--- config.mk ---
export PLATFORM = sky130hd
export DESIGN_NAME = vx_rop_dcr_streamer
export DESIGN_NICKNAME = d
export VERILOG_FILES = /design/src/rtl/vx_rop_dcr_streamer.sv
export SDC_FILE = /design/constraint.sdc
export NUM_CORES = 1
export LEC_CHECK = 0
export BUFFER_PORTS_ARGS = -buffer_cell sky130_fd_sc_hd__buf_4
export CORE_ASPECT_RATIO = 0.9
export CORE_UTILIZATION = 60
export DETAILED_ROUTE_END_ITERATION = 10
export GPL_TIMING_DRIVEN = 1
export PLACE_DENSITY = 0.89
export SLEW_MARGIN = 0
export SYNTH_ARGS = -nofsm -noshare
export SYNTH_HDL_FRONTEND = slang
export SYNTH_SLANG_ARGS = --single-unit
--- constraint.sdc ---
create_clock -name clk -period 25.3 [get_ports clk]
set_input_delay 1.265 -clock clk [delete_from_list [all_inputs] [get_ports clk]]
set_output_delay 1.265 -clock clk [all_outputs]
set_load 0.02 [all_outputs]
--- src/rtl/vx_rop_dcr_streamer.sv ---
// rtl/vx_rop_dcr_streamer.sv - ROP state snapshot to DCR write streamer with changed-register filter
package vx_rop_pkg;

    localparam int DCR_ADDR_BITS = 12;
    localparam int NUM_ROP_DCRS  = 18;

    localparam logic [DCR_ADDR_BITS-1:0] DCR_ROP_STATE_BEGIN     = 12'h080;
    localparam logic [DCR_ADDR_BITS-1:0] DCR_ROP_CBUF_ADDR       = DCR_ROP_STATE_BEGIN + 12'd0;
    localparam logic [DCR_ADDR_BITS-1:0] DCR_ROP_CBUF_PITCH      = DCR_ROP_STATE_BEGIN + 12'd1;
    localparam logic [DCR_ADDR_BITS-1:0] DCR_ROP_CBUF_WRITEMASK  = DCR_ROP_STATE_BEGIN + 12'd2;
    localparam logic [DCR_ADDR_BITS-1:0] DCR_ROP_ZBUF_ADDR       = DCR_ROP_STATE_BEGIN + 12'd3;
    localparam logic [DCR_ADDR_BITS-1:0] DCR_ROP_ZBUF_PITCH      = DCR_ROP_STATE_BEGIN + 12'd4;
    localparam logic [DCR_ADDR_BITS-1:0] DCR_ROP_DEPTH_FUNC      = DCR_ROP_STATE_BEGIN + 12'd5;
    localparam logic [DCR_ADDR_BITS-1:0] DCR_ROP_DEPTH_WRITEMASK = DCR_ROP_STATE_BEGIN + 12'd6;
    localparam logic [DCR_ADDR_BITS-1:0] DCR_ROP_STENCIL_FUNC    = DCR_ROP_STATE_BEGIN + 12'd7;
    localparam logic [DCR_ADDR_BITS-1:0] DCR_ROP_STENCIL_ZPASS   = DCR_ROP_STATE_BEGIN + 12'd8;
    localparam logic [DCR_ADDR_BITS-1:0] DCR_ROP_STENCIL_ZFAIL   = DCR_ROP_STATE_BEGIN + 12'd9;
    localparam logic [DCR_ADDR_BITS-1:0] DCR_ROP_STENCIL_FAIL    = DCR_ROP_STATE_BEGIN + 12'd10;
    localparam logic [DCR_ADDR_BITS-1:0] DCR_ROP_STENCIL_REF     = DCR_ROP_STATE_BEGIN + 12'd11;
    localparam logic [DCR_ADDR_BITS-1:0] DCR_ROP_STENCIL_MASK    = DCR_ROP_STATE_BEGIN + 12'd12;
    localparam logic [DCR_ADDR_BITS-1:0] DCR_ROP_STENCIL_WRITEMASK = DCR_ROP_STATE_BEGIN + 12'd13;
    localparam logic [DCR_ADDR_BITS-1:0] DCR_ROP_BLEND_MODE      = DCR_ROP_STATE_BEGIN + 12'd14;
    localparam logic [DCR_ADDR_BITS-1:0] DCR_ROP_BLEND_FUNC      = DCR_ROP_STATE_BEGIN + 12'd15;
    localparam logic [DCR_ADDR_BITS-1:0] DCR_ROP_BLEND_CONST     = DCR_ROP_STATE_BEGIN + 12'd16;
    localparam logic [DCR_ADDR_BITS-1:0] DCR_ROP_LOGIC_OP        = DCR_ROP_STATE_BEGIN + 12'd17;

    typedef struct packed {
        logic [31:0] cbuf_addr;
        logic [31:0] cbuf_pitch;
        logic [3:0]  cbuf_writemask;
        logic [31:0] zbuf_addr;
        logic [31:0] zbuf_pitch;
        logic        depth_enable;
        logic [2:0]  depth_func;
        logic        depth_writemask;
        logic        stencil_front_enable;
        logic        stencil_back_enable;
        logic [2:0]  stencil_front_func;
        logic [2:0]  stencil_back_func;
        logic [2:0]  stencil_front_zpass;
        logic [2:0]  stencil_back_zpass;
        logic [2:0]  stencil_front_zfail;
        logic [2:0]  stencil_back_zfail;
        logic [2:0]  stencil_front_fail;
        logic [2:0]  stencil_back_fail;
        logic [7:0]  stencil_front_ref;
        logic [7:0]  stencil_back_ref;
        logic [7:0]  stencil_front_mask;
        logic [7:0]  stencil_back_mask;
        logic [7:0]  stencil_front_writemask;
        logic [7:0]  stencil_back_writemask;
        logic        blend_enable;
        logic [2:0]  blend_mode_rgb;
        logic [2:0]  blend_mode_a;
        logic [3:0]  blend_src_rgb;
        logic [3:0]  blend_src_a;
        logic [3:0]  blend_dst_rgb;
        logic [3:0]  blend_dst_a;
        logic [7:0]  blend_const_r;
        logic [7:0]  blend_const_g;
        logic [7:0]  blend_const_b;
        logic [7:0]  blend_const_a;
        logic [3:0]  logic_op;
    } rop_dcrs_t;

endpackage

module vx_rop_dcr_streamer
    import vx_rop_pkg::*;
#(
    parameter bit FORCE_FULL_DEFAULT = 1'b0
) (
    input  logic                     clk,
    input  logic                     reset,
    input  logic                     req_valid,
    output logic                     req_ready,
    input  rop_dcrs_t                req_dcrs,
    input  logic                     req_force,
    output logic                     dcr_wr_valid,
    input  logic                     dcr_wr_ready,
    output logic [DCR_ADDR_BITS-1:0] dcr_wr_addr,
    output logic [31:0]              dcr_wr_data,
    output logic                     busy,
    output logic                     done
);

    localparam logic [1:0] ST_IDLE = 2'd0;
    localparam logic [1:0] ST_SEND = 2'd1;
    localparam logic [1:0] ST_DONE = 2'd2;

    function automatic logic [NUM_ROP_DCRS-1:0][31:0] pack_dcrs(input rop_dcrs_t d);
        logic [NUM_ROP_DCRS-1:0][31:0] p;
        p[0]  = d.cbuf_addr;
        p[1]  = d.cbuf_pitch;
        p[2]  = {28'b0, d.cbuf_writemask};
        p[3]  = d.zbuf_addr;
        p[4]  = d.zbuf_pitch;
        p[5]  = {29'b0, d.depth_func};
        p[6]  = {31'b0, d.depth_writemask};
        p[7]  = {13'b0, d.stencil_back_func,  13'b0, d.stencil_front_func};
        p[8]  = {13'b0, d.stencil_back_zpass, 13'b0, d.stencil_front_zpass};
        p[9]  = {13'b0, d.stencil_back_zfail, 13'b0, d.stencil_front_zfail};
        p[10] = {13'b0, d.stencil_back_fail,  13'b0, d.stencil_front_fail};
        p[11] = {8'b0, d.stencil_back_ref,  8'b0, d.stencil_front_ref};
        p[12] = {8'b0, d.stencil_back_mask, 8'b0, d.stencil_front_mask};
        p[13] = {8'b0, d.stencil_back_writemask, 8'b0, d.stencil_front_writemask};
        p[14] = {13'b0, d.blend_mode_a, 13'b0, d.blend_mode_rgb};
        p[15] = {d.blend_dst_a, 4'b0, d.blend_dst_rgb, 4'b0, d.blend_src_a, 4'b0, d.blend_src_rgb};
        p[15] = {4'b0, d.blend_dst_a, 4'b0, d.blend_dst_rgb, 4'b0, d.blend_src_a, 4'b0, d.blend_src_rgb};
        p[16] = {d.blend_const_a, d.blend_const_r, d.blend_const_g, d.blend_const_b};
        p[17] = {28'b0, d.logic_op};
        return p;
    endfunction

    // Enables are implied by the function fields on the receiving side.
    logic unused_enables;
    assign unused_enables = ^{req_dcrs.depth_enable, req_dcrs.stencil_front_enable,
                              req_dcrs.stencil_back_enable, req_dcrs.blend_enable};

    logic [1:0]                     state_q, state_d;
    logic [NUM_ROP_DCRS-1:0]        dirty_q, dirty_d;
    logic [NUM_ROP_DCRS-1:0]        shadow_valid_q, shadow_valid_d;
    logic [NUM_ROP_DCRS-1:0][31:0]  data_q;
    logic [NUM_ROP_DCRS-1:0][31:0]  shadow_q;
    logic [NUM_ROP_DCRS-1:0][31:0]  packed_w;
    logic [NUM_ROP_DCRS-1:0]        req_mask;
    logic [NUM_ROP_DCRS-1:0]        sel_onehot;
    logic [4:0]                     sel_idx;
    logic [31:0]                    sel_data;
    logic                           accept;
    logic                           wr_fire;

    assign packed_w = pack_dcrs(req_dcrs);
    assign accept   = req_valid && (state_q == ST_IDLE);
    assign wr_fire  = (state_q == ST_SEND) && dcr_wr_ready;

    always_comb begin
        req_mask = '0;
        for (int i = 0; i < NUM_ROP_DCRS; i++) begin
            req_mask[i] = req_force | FORCE_FULL_DEFAULT | !shadow_valid_q[i]
                        | (packed_w[i] != shadow_q[i]);
        end
    end

    // Lowest pending index wins; walking downward lets the last hit be the lowest.
    always_comb begin
        sel_onehot = '0;
        sel_idx    = '0;
        sel_data   = '0;
        for (int i = NUM_ROP_DCRS - 1; i >= 0; i--) begin
            if (dirty_q[i]) begin
                sel_onehot    = '0;
                sel_onehot[i] = 1'b1;
                sel_idx       = 5'(i);
            end
        end
        for (int i = 0; i < NUM_ROP_DCRS; i++) begin
            sel_data = sel_data | (data_q[i] & {32{sel_onehot[i]}});
        end
    end

    always_comb begin
        state_d        = state_q;
        dirty_d        = dirty_q;
        shadow_valid_d = shadow_valid_q;
        case (state_q)
            ST_IDLE: begin
                if (req_valid) begin
                    dirty_d = req_mask;
                    state_d = (|req_mask) ? ST_SEND : ST_DONE;
                end
            end
            ST_SEND: begin
                if (dcr_wr_ready) begin
                    dirty_d        = dirty_q & ~sel_onehot;
                    shadow_valid_d = shadow_valid_q | sel_onehot;
                    if (dirty_d == '0) begin
                        state_d = ST_DONE;
                    end
                end
            end
            ST_DONE: state_d = ST_IDLE;
            default: state_d = ST_IDLE;
        endcase
    end

    always_ff @(posedge clk) begin
        if (!reset) begin
            state_q        <= ST_IDLE;
            dirty_q        <= '0;
            shadow_valid_q <= '0;
        end else begin
            state_q        <= state_d;
            dirty_q        <= dirty_d;
            shadow_valid_q <= shadow_valid_d;
        end
    end

    // Payload registers are qualified by state/shadow_valid, so they need no reset.
    always_ff @(posedge clk) begin
        if (accept) begin
            data_q <= packed_w;
        end
        if (wr_fire) begin
            for (int i = 0; i < NUM_ROP_DCRS; i++) begin
                if (sel_onehot[i]) begin
                    shadow_q[i] <= data_q[i];
                end
            end
        end
    end

    assign req_ready    = (state_q == ST_IDLE);
    assign busy         = (state_q != ST_IDLE);
    assign done         = (state_q == ST_DONE);
    assign dcr_wr_valid = (state_q == ST_SEND);
    assign dcr_wr_addr  = DCR_ROP_STATE_BEGIN + DCR_ADDR_BITS'(sel_idx);
    assign dcr_wr_data  = sel_data;

endmodule

==> flow_summary.ini <==
[routing]
first_pass_iters = 9
via_per_inst = 6.417
wl_met1_microns = 23360
wl_met2_microns = 29880
vias = 14470
routed.top_layer = met4
drt_iter0_drc = 1996
drcViolationCount = 0
met3_length_microns = 8107
routedWlPerCell_microns = 28.28
drtAntennaViolNets = 0
wl_microns = 63750

[synthesis]
synth_top_family_by_area = XOR/XNOR gates
synth_most_common_cell = edfxtp_1
seq_area_frac_synth_pct = 74.49
ys_warn_count = 0
synth_fa_ha_area_share_pct = 0.08910
netlist_instances = 1391
synth_cell_types = 60
synth_edf_count = 532
synthSimpleGateAreaFrac_pct = 7.490
synth_commonest_cells = edfxtp_1 (532), xnor2_1 (234), nand2_1 (82), nand4_1 (62), dfxtp_1 (38)
synthMuxAreaShare_pct = 0
synth.area.top_cells = edfxtp_1 (71%), xnor2_1 (9.1%), dfxtp_1 (3.4%)
synth_top_cell_area_share_pct = 71.10
synth_compound_area_share_pct = 6.321
synth_flop_cell = edfxtp_1
yosys.area_share.xor_xnor_pct = 10.33
ys_seq_elements = 570
synth.avg_cell_area_sq_um = 16.15
synth_top_area_cell = edfxtp_1
netlist_area_sq_um = 22470
async_flop_share_pct = 0

[sta]
timing.final.crit_share_pct = 20.88
drv_slew = 0
min_period_ns = 5.284
fmax_mhz = 189.3
finalHoldViolCount = 0
grt_setup_unrepaired = false
hold-worst-slack_ns = 0.4446
setup_viol = 0
skew_ns = 0.01269
tightest_slew_ns = 1.095
slew_headroom_pct = 26.99
setup_ws_ns = 20.02
fin_setup_tns_ns = 0

[setup_path]
cp.required_ns = 24.03
worst_setup_path_end_kind = primary output
cp.arrival_ns = 4.02
crit_type = reg -> out
start_kind = flip-flop
cp_max_fo = 18

[layout]
multiInputGateArea_sq_um = 5490
drive_gt1_share_pct = 23.73
area_growth_pct = 20.33
nNetsFinal = 2000
final_util_pct = 74.07
seqCellArea_sq_um = 16740
num-fill-cells = 2107

[worst_hold_path]
hp-class = reg -> reg

[clock_tree]
clock_sinks = 570
cts_root_buffer = clkbuf_16
cts_hold_buf = 0
insertion_delay_ns = 0.58
cts_resized = 0
clk_pin_slew_ns = 0.07
htree_num_levels = 2
postCtsSetupRepairBufs = 0
cts_tree = done
cts_buffers = 54
cts_buffer_depth = 3

[global_routing]
grt_max_degree = 140
grt_pass1_vias = 14020
grt_pass1_wl_microns = 89890
gr-total-overflow = 0
antenna_found_initial = 6
track_usage_pct = 33.09

[die]
die_w_microns = 206.0
num_rows = 66
die_h_microns = 185.6
die-area_sq_um = 38230
coreArea_sq_um = 36500
ioPinCount = 323
initial_core_util_pct = 61.56

[place]
place_ws_ns = 20.34
port_buffers = 311
place_congestion = 0.9202
dp_hpwl_microns = 44550

[run_status]
status = finished, final reports clean

[pwr]
peakVddDrop_v = 0.00006835
p_leak_nw = 9.265
p_per_area_nw_per_um2 = 78.85

[job]
cap_violations = 0
==> worst max-delay path, cell delays in order, from the launching register on <==
cell	delay [ns]
dfxtp_1	0.48
nor4_2	0.61
nand2_1	0.39
nor2_1	0.38
and3b_1	0.81
a222oi_1	0.31
o211a_1	0.18
nand3_1	0.12
buf_4	0.16
==> power breakdown <==
part / total (W) / internal, W / switching (W)
Clock: 0.000790 / 0.000439 / 0.000351
Combinational: 0.000224 / 0.0000881 / 0.000136
Sequential: 0.00112 / 0.00109 / 0.0000317
==> cells in the final DEF, fill, tap and decap left out, types with 25 or more instances in the layout <==
cell	count
a22oi_1	35
clkbuf_16	55
xnor2_1	234
a222oi_1	33
xor2_1	31
edfxtp_1	532
nand4_1	62
buf_4	327
dfxtp_1	38
nand3_1	28
nand2_1	82
o21ai_0	25
==> metal layers <==
| metal | vias to the layer above | global-route usage [%] |
|---|---|---|
| met5 | - | 0 |
| met4 | 0 | 12.00 |
| met3 | 148 | 6.320 |
| met2 | 1188 | 52.16 |
| met1 | 7087 | 46.33 |
| li1 | 6042 | - |
==> through the flow <==
step	power, W	instance area [sq um]	cells
floorplan	0.001245	22490	1396
global placement	0.001347	25310	2145
detailed placement	0.001354	25310	2145
CTS	0.002131	27010	2246
global route	0.002183	27030	2251
finish	0.002132	27030	2254
==> final timing paths <==
check / from / endpoint / slack (ns) / cells after the start
setup / recovery: dirty_q[1] / dcr_wr_data[0] / 20.02 / 8
hold / removal: data_q[136] / shadow_q[136] / 0.44 / 0
setup reg to reg: state_q[1] / dirty_q[12] / 20.97 / 7
hold reg to reg: data_q[136] / shadow_q[136] / 0.44 / 0
==> kinds of logic (layout without fill, tap and decap cells) <==
logic type / Yosys count / count (layout)
AO/OA/AOI/OAI: 186 / 186
XOR/XNOR: 265 / 265
adder cells (fa/ha/maj): 2 / 2
buffers and inverters: 61 / 435
flip-flops: 570 / 570
other: 2 / 15
AND/OR/NAND/NOR: 305 / 305
==> layout make-up <==
cell class	count	share of cell area, %
antenna	8	0.07405
sequential	570	61.91
clock buffer	76	5.605
inverter	7	0.1250
multi-input combinational	765	20.31
timing repair buffer	327	9.080
tap	476	2.203
clock inverter	25	0.6988
==> registers in the layout, summed over array words and instances (netlist names) <==
register / cells
data_q: 266
dirty_q: 18
shadow_q: 266
shadow_valid_q: 18
state_q: 2
No activity file was read; power rests on OpenSTA's default activity.
